--- src/rtl/muldiv_pkg.sv ---
// Shared encodings for the HI/LO multiply/divide unit.
// Op codes, FSM states and the fixed latency constant.
package muldiv_pkg;

  typedef enum logic [1:0] {
    OP_MULTU = 2'b00,
    OP_MULT  = 2'b01,
    OP_DIVU  = 2'b10,
    OP_DIV   = 2'b11
  } op_e;

  typedef enum logic [2:0] {
    S_IDLE = 3'd0,
    S_PREP = 3'd1,
    S_RUN  = 3'd2,
    S_FIX  = 3'd3,
    S_DONE = 3'd4
  } state_e;

  localparam int MULDIV_W   = 32;
  localparam int MULDIV_LAT = MULDIV_W + 2;

  function automatic logic op_is_div(
    input logic [1:0] op
  );
    return (op == OP_DIVU) || (op == OP_DIV);
  endfunction

  function automatic logic op_is_signed(
    input logic [1:0] op
  );
    return (op == OP_MULT) || (op == OP_DIV);
  endfunction

endpackage

--- src/rtl/muldiv_negate.sv ---
// Conditional two's-complement negate.
// o_out = i_en ? -i_in : i_in, over W bits.
module muldiv_negate #(
  parameter int W = 32
) (
  input  logic [W-1:0] i_in,
  input  logic         i_en,
  output logic [W-1:0] o_out
);

  assign o_out = i_en ? (~i_in + W'(1)) : i_in;

endmodule

--- src/rtl/hilo_muldiv.sv ---
// Iterative MIPS HI/LO multiply/divide, one bit per cycle.
// Build option: MULTDIV_SIGNED_EN enables signed MULT/DIV.
module hilo_muldiv
  import muldiv_pkg::*;
#(
  parameter int WIDTH = 32,
  parameter int CNT_W = 6
) (
  input  logic             clock,
  input  logic             reset,
  input  logic             Start,
  input  logic [1:0]       Op,
  input  logic [WIDTH-1:0] OperandA,
  input  logic [WIDTH-1:0] OperandB,
  input  logic             MoveEn,
  input  logic             MoveSel,
  input  logic [WIDTH-1:0] MoveData,
  output logic             Busy,
  output logic             Done,
  output logic             DivByZero,
  output logic [WIDTH-1:0] HI,
  output logic [WIDTH-1:0] LO
);

  state_e             r_state;
  logic [CNT_W-1:0]   r_cnt;
  logic               r_is_div;
  logic [WIDTH-1:0]   r_hi_w;
  logic [WIDTH-1:0]   r_lo_w;
  logic [WIDTH-1:0]   r_b_w;
  logic [WIDTH-1:0]   r_HI;
  logic [WIDTH-1:0]   r_LO;
  logic               r_busy;
  logic               r_done;
  logic               r_dbz;

  logic [WIDTH-1:0]   w_a_abs;
  logic [WIDTH-1:0]   w_b_abs;
  logic               w_b_zero;
  logic [WIDTH:0]     w_mul_sum;
  logic [WIDTH:0]     w_div_sh;
  logic [WIDTH:0]     w_div_diff;
  logic               w_div_ok;
  logic [WIDTH-1:0]   w_res_hi;
  logic [WIDTH-1:0]   w_res_lo;

`ifdef MULTDIV_SIGNED_EN
  logic               r_signed;
  logic               r_neg_lo;
  logic               r_neg_hi;
  logic [2*WIDTH-1:0] w_prod;
  logic [WIDTH-1:0]   w_quo;
  logic [WIDTH-1:0]   w_rem;

  muldiv_negate #(.W(WIDTH)) u_neg_a (
    .i_in  (OperandA),
    .i_en  (r_signed & OperandA[WIDTH-1]),
    .o_out (w_a_abs)
  );

  muldiv_negate #(.W(WIDTH)) u_neg_b (
    .i_in  (OperandB),
    .i_en  (r_signed & OperandB[WIDTH-1]),
    .o_out (w_b_abs)
  );

  muldiv_negate #(.W(2*WIDTH)) u_neg_prod (
    .i_in  ({r_hi_w, r_lo_w}),
    .i_en  (r_neg_lo),
    .o_out (w_prod)
  );

  muldiv_negate #(.W(WIDTH)) u_neg_quo (
    .i_in  (r_lo_w),
    .i_en  (r_neg_lo),
    .o_out (w_quo)
  );

  muldiv_negate #(.W(WIDTH)) u_neg_rem (
    .i_in  (r_hi_w),
    .i_en  (r_neg_hi),
    .o_out (w_rem)
  );

  assign w_res_hi = r_is_div ? w_rem : w_prod[2*WIDTH-1:WIDTH];
  assign w_res_lo = r_is_div ? w_quo : w_prod[WIDTH-1:0];
`else
  logic w_unused_op0;

  assign w_unused_op0 = Op[0];
  assign w_a_abs      = OperandA;
  assign w_b_abs      = OperandB;
  assign w_res_hi     = r_hi_w;
  assign w_res_lo     = r_lo_w;
`endif

  assign w_b_zero = (OperandB == '0);

  // Multiply step: add multiplicand on LSB, shift {carry,hi,lo} right.
  assign w_mul_sum = {1'b0, r_hi_w}
                   + (r_lo_w[0] ? {1'b0, r_b_w} : '0);

  // Divide step: shift next dividend bit into remainder, trial subtract.
  assign w_div_sh   = {r_hi_w, r_lo_w[WIDTH-1]};
  assign w_div_diff = w_div_sh - {1'b0, r_b_w};
  assign w_div_ok   = ~w_div_diff[WIDTH];

  // Control FSM plus datapath registers and registered outputs.
  always_ff @(posedge clock) begin
    if (reset) begin
      r_state  <= S_IDLE;
      r_cnt    <= '0;
      r_is_div <= 1'b0;
      r_hi_w   <= '0;
      r_lo_w   <= '0;
      r_b_w    <= '0;
      r_HI     <= '0;
      r_LO     <= '0;
      r_busy   <= 1'b0;
      r_done   <= 1'b0;
      r_dbz    <= 1'b0;
`ifdef MULTDIV_SIGNED_EN
      r_signed <= 1'b0;
      r_neg_lo <= 1'b0;
      r_neg_hi <= 1'b0;
`endif
    end else begin
      r_done <= 1'b0;
      r_dbz  <= 1'b0;
      unique case (r_state)
        S_IDLE: begin
          if (Start) begin
            r_state  <= S_PREP;
            r_busy   <= 1'b1;
            r_is_div <= op_is_div(Op);
`ifdef MULTDIV_SIGNED_EN
            r_signed <= op_is_signed(Op);
`endif
          end else if (MoveEn) begin
            if (MoveSel) r_HI <= MoveData;
            else         r_LO <= MoveData;
          end
        end
        S_PREP: begin
          if (r_is_div && w_b_zero) begin
            r_state <= S_DONE;
            r_HI    <= OperandA;
            r_LO    <= '1;
            r_done  <= 1'b1;
            r_dbz   <= 1'b1;
          end else begin
            r_state <= S_RUN;
            r_cnt   <= '0;
            r_hi_w  <= '0;
            r_lo_w  <= r_is_div ? w_a_abs : w_b_abs;
            r_b_w   <= r_is_div ? w_b_abs : w_a_abs;
`ifdef MULTDIV_SIGNED_EN
            r_neg_lo <= r_signed
                      & (OperandA[WIDTH-1] ^ OperandB[WIDTH-1]);
            r_neg_hi <= r_signed & OperandA[WIDTH-1];
`endif
          end
        end
        S_RUN: begin
          if (r_is_div) begin
            r_hi_w <= w_div_ok ? w_div_diff[WIDTH-1:0]
                               : w_div_sh[WIDTH-1:0];
            r_lo_w <= {r_lo_w[WIDTH-2:0], w_div_ok};
          end else begin
            r_hi_w <= w_mul_sum[WIDTH:1];
            r_lo_w <= {w_mul_sum[0], r_lo_w[WIDTH-1:1]};
          end
          r_cnt <= r_cnt + CNT_W'(1);
          if (r_cnt == CNT_W'(WIDTH - 1)) begin
            r_state <= S_FIX;
          end
        end
        S_FIX: begin
          r_HI    <= w_res_hi;
          r_LO    <= w_res_lo;
          r_done  <= 1'b1;
          r_state <= S_DONE;
        end
        S_DONE: begin
          r_state <= S_IDLE;
          r_busy  <= 1'b0;
        end
        default: begin
          r_state <= S_IDLE;
          r_busy  <= 1'b0;
        end
      endcase
    end
  end

  assign Busy      = r_busy;
  assign Done      = r_done;
  assign DivByZero = r_dbz;
  assign HI        = r_HI;
  assign LO        = r_LO;

endmodule

--- config.mk ---
export PLATFORM = sky130hd
export DESIGN_NAME = hilo_muldiv
export DESIGN_NICKNAME = d
export VERILOG_FILES = /design/src/rtl/muldiv_pkg.sv /design/src/rtl/muldiv_negate.sv /design/src/rtl/hilo_muldiv.sv
export SDC_FILE = /design/constraint.sdc
export NUM_CORES = 1
export LEC_CHECK = 0
export BUFFER_PORTS_ARGS = -buffer_cell sky130_fd_sc_hd__buf_2
export CORE_AREA = 2 2 178 180
export CTS_CLUSTER_DIAMETER = 40
export DETAILED_ROUTE_END_ITERATION = 7
export DIE_AREA = 0 0 180 182
export GPL_ROUTABILITY_DRIVEN = 0
export MAX_ROUTING_LAYER = met4
export PLACE_DENSITY_LB_ADDON = 0.2
export SLEW_MARGIN = 20
export SYNTH_ARGS = -nofsm -noshare
export SYNTH_HDL_FRONTEND = slang
export SYNTH_HIERARCHICAL = 1
export SYNTH_SLANG_ARGS = --single-unit
--- constraint.sdc ---
create_clock -name clock -period 4.54 [get_ports clock]
set_input_delay 0 -clock clock [delete_from_list [all_inputs] [get_ports clock]]
set_output_delay 0 -clock clock [all_outputs]
set_load 0.03 [all_outputs]
==> results of run 1 <==
==> metal layers <==
metal  vias up  GRT usage  share of wire
met3        30     0.0337          0.066
li1       6094          -              -
met5         -          -              0
met2       445      0.391           0.45
met4         0     0.0442          0.011
met1      5906      0.360           0.47
==> worst min-delay path by stage <==
stage	to	slack, ns	cells after the start
floorplan	r_is_div	0.15	2
global placement	r_is_div	0.27	3
detailed placement	r_is_div	0.27	3
CTS	r_b_w[31]	0.0001	3
global route	LO[9]	0.03	3
finish	LO[4]	0.006	3
==> sequential cells by signal, indices dropped and copies added, names as in the netlist <==
register / count
r_is_div: 1
r_cnt: 6
LO: 32
DivByZero: 1
r_hi_w: 32
r_state: 3
r_lo_w: 32
r_b_w: 32
HI: 32
Busy: 1
Done: 1
==> synthesized netlist by cell type (all sizes together) (3+ instances only) <==
cell type / number / area, sq um
a2111oi: 4 / 35.0
a211oi: 84 / 631
a21boi: 3 / 22.5
a21o: 23 / 173
a21oi: 152 / 780
a22oi: 18 / 135
a31oi: 5 / 31.3
a41oi: 3 / 26.3
and2: 34 / 213
and3: 10 / 62.6
and4: 3 / 26.3
buf: 32 / 160
clkbuf: 80 / 300
dfxtp: 173 / 3460
ha: 65 / 813
inv: 53 / 199
mux2i: 95 / 951
mux4: 22 / 495
nand2: 118 / 443
nand2b: 15 / 93.8
nand3: 73 / 365
nand3b: 6 / 45.0
nand4: 13 / 81.3
nor2: 207 / 777
nor2b: 11 / 68.8
nor3: 42 / 220
nor4: 10 / 62.6
o211ai: 8 / 60.1
o21a: 8 / 60.1
o21ai: 48 / 240
o21bai: 8 / 60.1
o221ai: 38 / 333
o311ai: 4 / 35.0
o31a: 5 / 43.8
o31ai: 5 / 37.5
or2: 3 / 18.8
or3: 5 / 31.3
xnor2: 29 / 273
xor2: 24 / 229
==> repair_timing <==
item / in CTS / in global routing
hold endpoints to repair: 57 / 0
hold buffers: 76 / 0
endpoints found under the setup margin: 0 / 0
gates resized for setup: 0 / 0
==> logic make-up after synthesis <==
group | count (synthesis)
DFF | 173
xor gates and xnor gates | 53
muxes | 119
AOI/OAI and AO/OA | 434
buffers and inverters | 165
adders and majority gates | 67
and+or+nand+nor | 561
==> report_power, final <==
group / leakage (uW) / switching (uW) / total [uW] / internal, uW
sequential: 0.00141 / 106 / 1720 / 1610
combinational: 0.00446 / 685 / 1160 / 477
clock: 0.000295 / 639 / 1570 / 930
total: 0.00617 / 1430 / 4450 / 3020
==> worst max-delay path, stage by stage, from the launching register on <==
cell and delay [ns]:
dfxtp_1 0.43, inv_1 0.14, ha_1 0.24, fa_1 0.24, nand2b_1 0.14, a21oi_1 0.08
or3b_1 0.45, a21bo_1 0.25, a21oi_4 0.26, o31a_1 0.56, buf_4 0.30, mux2_1 0.33
a311o_1 0.32, o21ai_1 0.12
==> cell type report <==
cell class / instances / area (sq um) / area share
clock buffer: 19 / 443 / 0.0297
tap: 402 / 503 / 0.0337
clock inverter: 11 / 168 / 0.0112
multi-input combinational: 1234 / 8340 / 0.559
sequential: 173 / 3470 / 0.233
inverter: 53 / 199 / 0.0133
timing repair buffer: 266 / 1790 / 0.120
==> stage by stage <==
| step | area, sq um | cells | hold slack, ns | util | power, uW |
|---|---|---|---|---|---|
| 2_1_floorplan | 12400 | 1572 | 0.148 | - | 2500 |
| 3_3_place_gp | 13500 | 2051 | 0.269 | 0.436 | 2830 |
| 3_5_place_dp | 13500 | 2052 | 0.274 | 0.437 | 2830 |
| 4_1_cts | 14900 | 2158 | 0.000120 | 0.481 | 4450 |
| 5_1_grt | 14900 | 2158 | 0.0255 | 0.481 | 4650 |
| 6_report | 14900 | 2158 | 0.00611 | 0.481 | 4450 |
==> impl_metrics.tcl, run 1 <==
set metrics [dict create \
    outcome "finished, final reports clean" \
    antenna_left 0 \
    setup_ws_ns 0.575 \
    clkSinkCount 173 \
    dp_hpwl_um 30400 \
    diodes 0 \
    synth_top_family_by_area "compound AO/OA/AOI/OAI gates" \
    portBuffers 168 \
    cts.htree.levels 4 \
    route.detailed.wl_per_inst_um 19.2 \
    syn_avg_cell_area_sq_um 7.90 \
    wl_um 41400 \
    final.setup.tns_ns 0 \
    hp-class "primary input to flop" \
    min_period_ns 3.96 \
    syn_to_final_growth_pct 20.0 \
    synth_nets 1742 \
    yosys.area_share.simple 0.210 \
    vias 12475 \
    rsz0062_at_grt "false" \
    max_freq_ghz 0.252 \
    initial_core_util 0.401 \
    cap_violations 0 \
    drt_pass1_iterations 5 \
    start_kind "flop" \
    synthAdderAreaFrac 0.0687 \
    yosysWarnings 6 \
    crit_start "r_lo_w[31]" \
    arrival_ns 4.33 \
    clk_pin_slew_ns 0.07 \
    die_x_um 180 \
    cts_buffers 17 \
    dieHeight_um 182 \
    vdd_drop_max_uv 271 \
    synth-edff-count 0 \
    grt_max_degree 94 \
    dieArea_sq_um 32800 \
    fillers 3004 \
    antenna_found_initial 0 \
    synth_seq_cells 173 \
    grt_pass1_vias 11685 \
    syn_inst 1572 \
    grt_pass1_wl_um 65400 \
    worstHoldStart "MoveData[4]" \
    cts_setup_buffers 0 \
    final_cell_mix "nor2_1, dfxtp_1, buf_2" \
    finClkSkew_ns 0.0106 \
    regToRegStartpoint "r_lo_w[31]" \
    pre_cts_slack_ns 0.622 \
    num-nets-final 1915 \
    clk_latency_ns 0.43 \
    final_common_cell "nor2_1" \
    clockBufferDepth 2 \
    reg2reg_depth 13 \
    slew_headroom 0.363 \
    cp-end-kind "flop" \
    leakage_uw 0.00617 \
    drv_slew 0 \
    power.density_nw_per_um2 298 \
    netlist_area_sq_um 12400 \
    r2r-end "r_hi_w[2]" \
    worstSetupPathType "flop to flop" \
    synth.mux.area_fraction 0.118 \
    drt_iter0_drc 972 \
    layout-drive-gt1-share 0.149 \
    vias_per_cell 5.78 \
    period_share 0.873 \
    setup_viol 0 \
    endpoint "r_hi_w[2]" \
    crit_fanout 11 \
    ys_seq_area_frac 0.279 \
    grt_remaining_overflow 0 \
    num_rows 65 \
    hold_viol 0 \
    synthDistinctLibCells 73 \
    ios 170 \
    core_sq_um 31000 \
    r2r_setup_slack_ns 0.58 \
    max_slew.worst_pin.slew_ns 0.956 \
    cp.required_ns 4.91 \
    synth_xor_area_frac 0.0404 \
    tritoncts "built" \
    synth-compound-area-share 0.231 \
    cts-root-buf "clkbuf_16" \
    ys.flop_type "dfxtp_1" \
    drc 0 \
    async_reset_ff_frac 0 \
    track_usage 0.254 \
]
Note: power is estimated with default switching activity, not from simulation.
==> inputs of run 2 (changes only) <==
--- a/config.mk
+++ b/config.mk
@@ -11,6 +11,7 @@
 export DETAILED_ROUTE_END_ITERATION = 7
 export DIE_AREA = 0 0 180 182
 export GPL_ROUTABILITY_DRIVEN = 0
+export HOLD_SLACK_MARGIN = 0.05
 export MAX_ROUTING_LAYER = met4
 export PLACE_DENSITY_LB_ADDON = 0.2
 export SLEW_MARGIN = 20
==> run 2 against run 1 <==
  * Sequential share of layout area shrank 0.32 points
  * Routed wire length is 0.71% higher
  * Highest routed layer unchanged
  * Largest power group unchanged
  * Worst hold slack improved by 0.065 ns
  * Critical path type unchanged
  * First-iteration DRC count shrank 8.3%
  * Flip-flop and latch count stayed put
  * Register-to-register slack gained 0.02 ns
  * Via count up 0.76%
  * Cell area grew 1.4%
  * Clock skew about the same
  * Clock-buffer cell count unchanged
  * Fmax is 0.49% higher
  * Clock power about the same
==> impl_metrics.tcl, run 2 (same netlist as run 1, synthesis figures left out) <==
set metrics [dict create \
    outcome "finished, final reports clean" \
    hp-class "primary input to flop" \
    vdd_drop_max_uv 272 \
    clkSinkCount 173 \
    drt_pass1_iterations 5 \
    initial_core_util 0.401 \
    cts-root-buf "clkbuf_16" \
    syn_to_final_growth_pct 21.7 \
    ios 170 \
    max_freq_ghz 0.253 \
    final.setup.tns_ns 0 \
    pre_cts_slack_ns 0.622 \
    start_kind "flop" \
    arrival_ns 4.31 \
    fin_hold_ws_ns 0.0715 \
    drc 0 \
    wl_um 41700 \
    num-nets-final 1936 \
    final_common_cell "nor2_1" \
    crit_fanout 11 \
    dp_hpwl_um 30400 \
    cts_buffers 17 \
    min_period_ns 3.95 \
    power.density_nw_per_um2 295 \
    layout-drive-gt1-share 0.147 \
    route.detailed.wl_per_inst_um 19.1 \
    dieHeight_um 182 \
    rsz0062_at_grt "false" \
    tritoncts "built" \
    period_share 0.869 \
    vias_per_cell 5.77 \
    setup_viol 0 \
    slew_headroom 0.353 \
    grt_pass1_vias 11815 \
    hold_viol 0 \
    final_cell_mix "nor2_1, dfxtp_1, buf_2" \
    cap_violations 0 \
    clk_latency_ns 0.43 \
    num_rows 65 \
    grt_max_degree 94 \
    clk_pin_slew_ns 0.06 \
    cp.required_ns 4.91 \
    diodes 0 \
    dieArea_sq_um 32800 \
    grt_remaining_overflow 0 \
    die_x_um 180 \
    worstSetupPathType "flop to flop" \
    max_slew.worst_pin.slew_ns 0.971 \
    track_usage 0.255 \
    antenna_found_initial 0 \
    grt_pass1_wl_um 65900 \
    drv_slew 0 \
    antenna_left 0 \
    clockBufferDepth 2 \
    leakage_uw 0.00625 \
    drt_iter0_drc 891 \
    vias 12570 \
    cts.htree.levels 4 \
    utilization 0.488 \
    cp-end-kind "flop" \
    portBuffers 168 \
    setup_ws_ns 0.594 \
    power.total_uw 4470 \
    core_sq_um 31000 \
    finClkSkew_ns 0.0102 \
]
==> run 2: cell types whose count changed in the layout (fill, tap and decap cells not counted) <==
| cell | previous run | this run |
|---|---|---|
| dlygate4sd3_1 | 76 | 97 |
==> run 2: final timing paths <==
check / startpoint / endpoint / slack, ns / cells past startpoint
min: OperandB[16] / r_lo_w[16] / 0.07 / 5
max reg2reg: r_lo_w[31] / r_hi_w[2] / 0.59 / 13
max: r_lo_w[31] / r_hi_w[2] / 0.59 / 13
min reg2reg: LO[20] / LO[20] / 0.45 / 2
==> run 2: cell type report <==
class	count	area, sq um
Multi-Input combinational cell	1234	8340
Clock buffer	19	443
Clock inverter	11	168
Sequential cell	173	3470
Tap cell	402	503
Timing Repair Buffer	287	2000
Inverter	53	199
Fill cell	2983	15900
==> run 2: worst max-delay path, stage by stage (launching register included) <==
cell and delay (ns):
dfxtp_1 0.43, inv_1 0.14, ha_1 0.24, fa_1 0.24, nand2b_1 0.14, a21oi_1 0.08, or3b_1 0.45, a21bo_1 0.25
a21oi_4 0.26, o31a_1 0.56, buf_4 0.31, mux2_1 0.33, a311o_1 0.32, o21ai_1 0.12
==> run 2: stage by stage <==
stage,instance area (sq um),std cells
after floorplan,12400,1572
after global placement,13500,2051
after detailed placement,13500,2052
after CTS,15100,2179
after global routing,15100,2179
final,15100,2179
==> run 2: metal layers <==
metal  global-route usage  vias to the layer above  part of all wire
li1                     -                     6124                 -
met1                0.360                     5953              0.47
met2                0.394                      459              0.45
met3               0.0343                       34             0.066
met4               0.0475                        0             0.011
met5                    -                        -                 0
==> run 2: power breakdown <==
part	switching, uW	leakage [uW]	internal [uW]
sequential	106	0.00141	1610
clock	639	0.000295	930
combinational	688	0.00455	492
==> run 2: what timing repair did <==
action                                 in CTS  in global routing
hold buffers                               97                  0
setup buffers                               0                  0
endpoints found under the hold margin      96                  0
resized for setup                           0                  0
==> inputs of run 3 (changes only) <==
--- a/config.mk
+++ b/config.mk
@@ -6,14 +6,15 @@
 export NUM_CORES = 1
 export LEC_CHECK = 0
 export BUFFER_PORTS_ARGS = -buffer_cell sky130_fd_sc_hd__buf_2
-export CORE_AREA = 2 2 178 180
+export CORE_AREA = 2 2 170 172
 export CTS_CLUSTER_DIAMETER = 40
 export DETAILED_ROUTE_END_ITERATION = 7
-export DIE_AREA = 0 0 180 182
+export DIE_AREA = 0 0 172 174
 export GPL_ROUTABILITY_DRIVEN = 0
 export HOLD_SLACK_MARGIN = 0.05
 export MAX_ROUTING_LAYER = met4
 export PLACE_DENSITY_LB_ADDON = 0.2
+export RECOVER_POWER = 100
 export SLEW_MARGIN = 20
 export SYNTH_ARGS = -nofsm -noshare
 export SYNTH_HDL_FRONTEND = slang
==> run 3 against run 2 <==
  * The run now ends with capacitance limit, slew limit left
  * Fmax decreased by 2.9%
  * Power down 3.3%
  * Routed wire length down 2.4%
  * Worst hold slack worse by 0.0063 ns
  * Sequential power about the same
  * Cell area fell by 0.92%
  * Flip-flop and latch count is the same
  * First-iteration DRC count shrank 1.9%
  * Via count is 0.75% higher
  * Clock power fell by 9%
  * Highest routed layer unchanged
==> impl_metrics.tcl, run 3 (same netlist as run 1, synthesis figures left out) <==
set metrics [dict create \
    met2WireLength_um 18200 \
    violations "capacitance limit, slew limit" \
    worstSetupPathType "flop to flop" \
    num_rows 62 \
    drt_pass1_iterations 7 \
    wl_um 40700 \
    vias_per_cell 5.84 \
    dieArea_sq_um 29900 \
    outcome "complete, but fails checks" \
    route.detailed.wl_per_inst_um 18.8 \
    final.setup.tns_ns 0 \
    utilization 0.531 \
    clkSinkCount 173 \
    period_share 0.895 \
    start_kind "flop" \
    core_sq_um 28200 \
    hp-class "primary input to flop" \
    cts_buffers 17 \
    critPathMostFrequentCell "and4_1" \
    initial_core_util 0.440 \
    r2r_setup_slack_ns 0.48 \
    path_cells "nor4b_1 -> and4_1 -> a31oi_1 -> and2_4 -> nand3b_1 -> and4_1 -> a2111o_1 -> nor2_1" \
    crit_fanout 44 \
    m1WireLength_um 18500 \
    setup_viol 0 \
    fillers 2792 \
    drv_slew 45 \
    final_cell_mix "nor2_1, dfxtp_1, a21oi_1" \
    num-nets-final 1943 \
    finClkSkew_ns 0.0123 \
    layout-drive-gt1-share 0.109 \
    power.total_uw 4320 \
    antenna_left 0 \
    top_layer_used "met4" \
    track_usage 0.282 \
    antenna_found_initial 0 \
    min_period_ns 4.06 \
    clk_pin_slew_ns 0.07 \
    ios 170 \
    worstHoldStart "OperandB[0]" \
    cts_setup_buffers 0 \
    max_freq_ghz 0.246 \
    critPathSlowestCell "dfxtp_1" \
    cts.htree.levels 4 \
    dr_wl_met3_um 2970 \
    tritoncts "built" \
    die_x_um 172 \
    whs_endpoint "r_lo_w[0]" \
    arrival_ns 4.44 \
    post_cts_resized 0 \
    final_cells 2168 \
    leakage_uw 0.00595 \
    max_stage_delay_ns 1.58 \
    grt_remaining_overflow 0 \
    reg2reg_depth 8 \
    power.density_nw_per_um2 288 \
    grt_pass1_wl_um 64700 \
    max_slew.worst_pin.slew_ns 1.87 \
    clk_latency_ns 0.45 \
    vias 12664 \
    cap_violations 1 \
    cp.required_ns 4.92 \
    regToRegStartpoint "r_is_div" \
    cts-root-buf "clkbuf_16" \
    dp_cells 2037 \
    dp_hpwl_um 29700 \
    grt_pass1_vias 12110 \
    rsz0062_at_grt "false" \
    hold_viol 0 \
    grt_max_degree 97 \
    final_common_cell "nor2_1" \
    slew_headroom -0.249 \
    syn_to_final_growth_pct 20.6 \
    r2r-end "r_hi_w[29]" \
    drc 0 \
    cp-end-kind "flop" \
    clockBufferDepth 2 \
    vdd_drop_max_uv 296 \
    drt_iter0_drc 874 \
    portBuffers 168 \
    dieHeight_um 174 \
    diodes 0 \
    min_path_cells 5 \
]
==> run 3: changes by cell type in the layout (fill, tap and decap cells not counted), sizes merged <==
| cell | before | now |
|---|---|---|
| bufinv | 4 | 1 |
| clkinvlp | 2 | 3 |
| clkinv | 4 | 5 |
| clkbuf | 19 | 90 |
| dlygate4sd3 | 97 | 101 |
| buf | 190 | 123 |
==> run 3: critical path, delay by kind of cell, from the launching register on <==
kind / cells / cell delay [ns]
AO/OA/AOI/OAI: 2 / 0.58
AND/OR/NAND/NOR: 6 / 1.83
flip-flops: 1 / 1.58
==> run 3: area by class of cell <==
| class | instances | area [sq um] | area share |
|---|---|---|---|
| timing repair buffer | 294 | 1950 | 0.130 |
| multi-input combinational | 1234 | 8330 | 0.556 |
| inverter | 53 | 199 | 0.0133 |
| clock inverter | 10 | 90.1 | 0.00601 |
| clock buffer | 20 | 467 | 0.0312 |
| tap | 384 | 480 | 0.0321 |
| sequential | 173 | 3460 | 0.231 |
==> run 3: through the flow <==
| step | area [sq um] | hold WS (ns) | setup slack (ns) |
|---|---|---|---|
| 2_1_floorplan | 12400 | 0.148 | 1.41 |
| 3_3_place_gp | 13500 | 0.272 | 0.677 |
| 3_5_place_dp | 13500 | 0.284 | 0.647 |
| 4_1_cts | 15100 | 0.0518 | 0.624 |
| 5_1_grt | 15000 | 0.0777 | 0.208 |
| 6_report | 15000 | 0.0652 | 0.476 |
==> run 3: worst max-delay path by stage <==
stage	slack [ns]	endpoint	cells past startpoint	start
final	0.48	r_hi_w[29]	8	r_is_div
after global routing	0.21	LO[20]	8	r_is_div
after CTS	0.62	r_hi_w[30]	12	r_lo_w[31]
after detailed placement	0.65	r_hi_w[30]	12	r_lo_w[31]
after global placement	0.68	r_hi_w[30]	12	r_lo_w[31]
after floorplan	1.41	r_hi_w[29]	14	r_lo_w[0]
==> run 3: repair_timing <==
item / 4_1_cts / 5_1_grt
hold buffers: 101 / 0
setup endpoints to repair: 0 / 0
endpoints found under the hold margin: 103 / 0
==> run 3: routing by layer <==
layer / global-route usage / up-vias
li1: - / 6156
met1: 0.381 / 5972
met2: 0.425 / 464
met3: 0.0508 / 72
met4: 0.0903 / 0
met5: - / -
==> run 3: power breakdown <==
part	switching [uW]	leakage [uW]	internal, uW
Clock	644	0.000270	791
Sequential	114	0.00141	1610
Combinational	675	0.00427	487
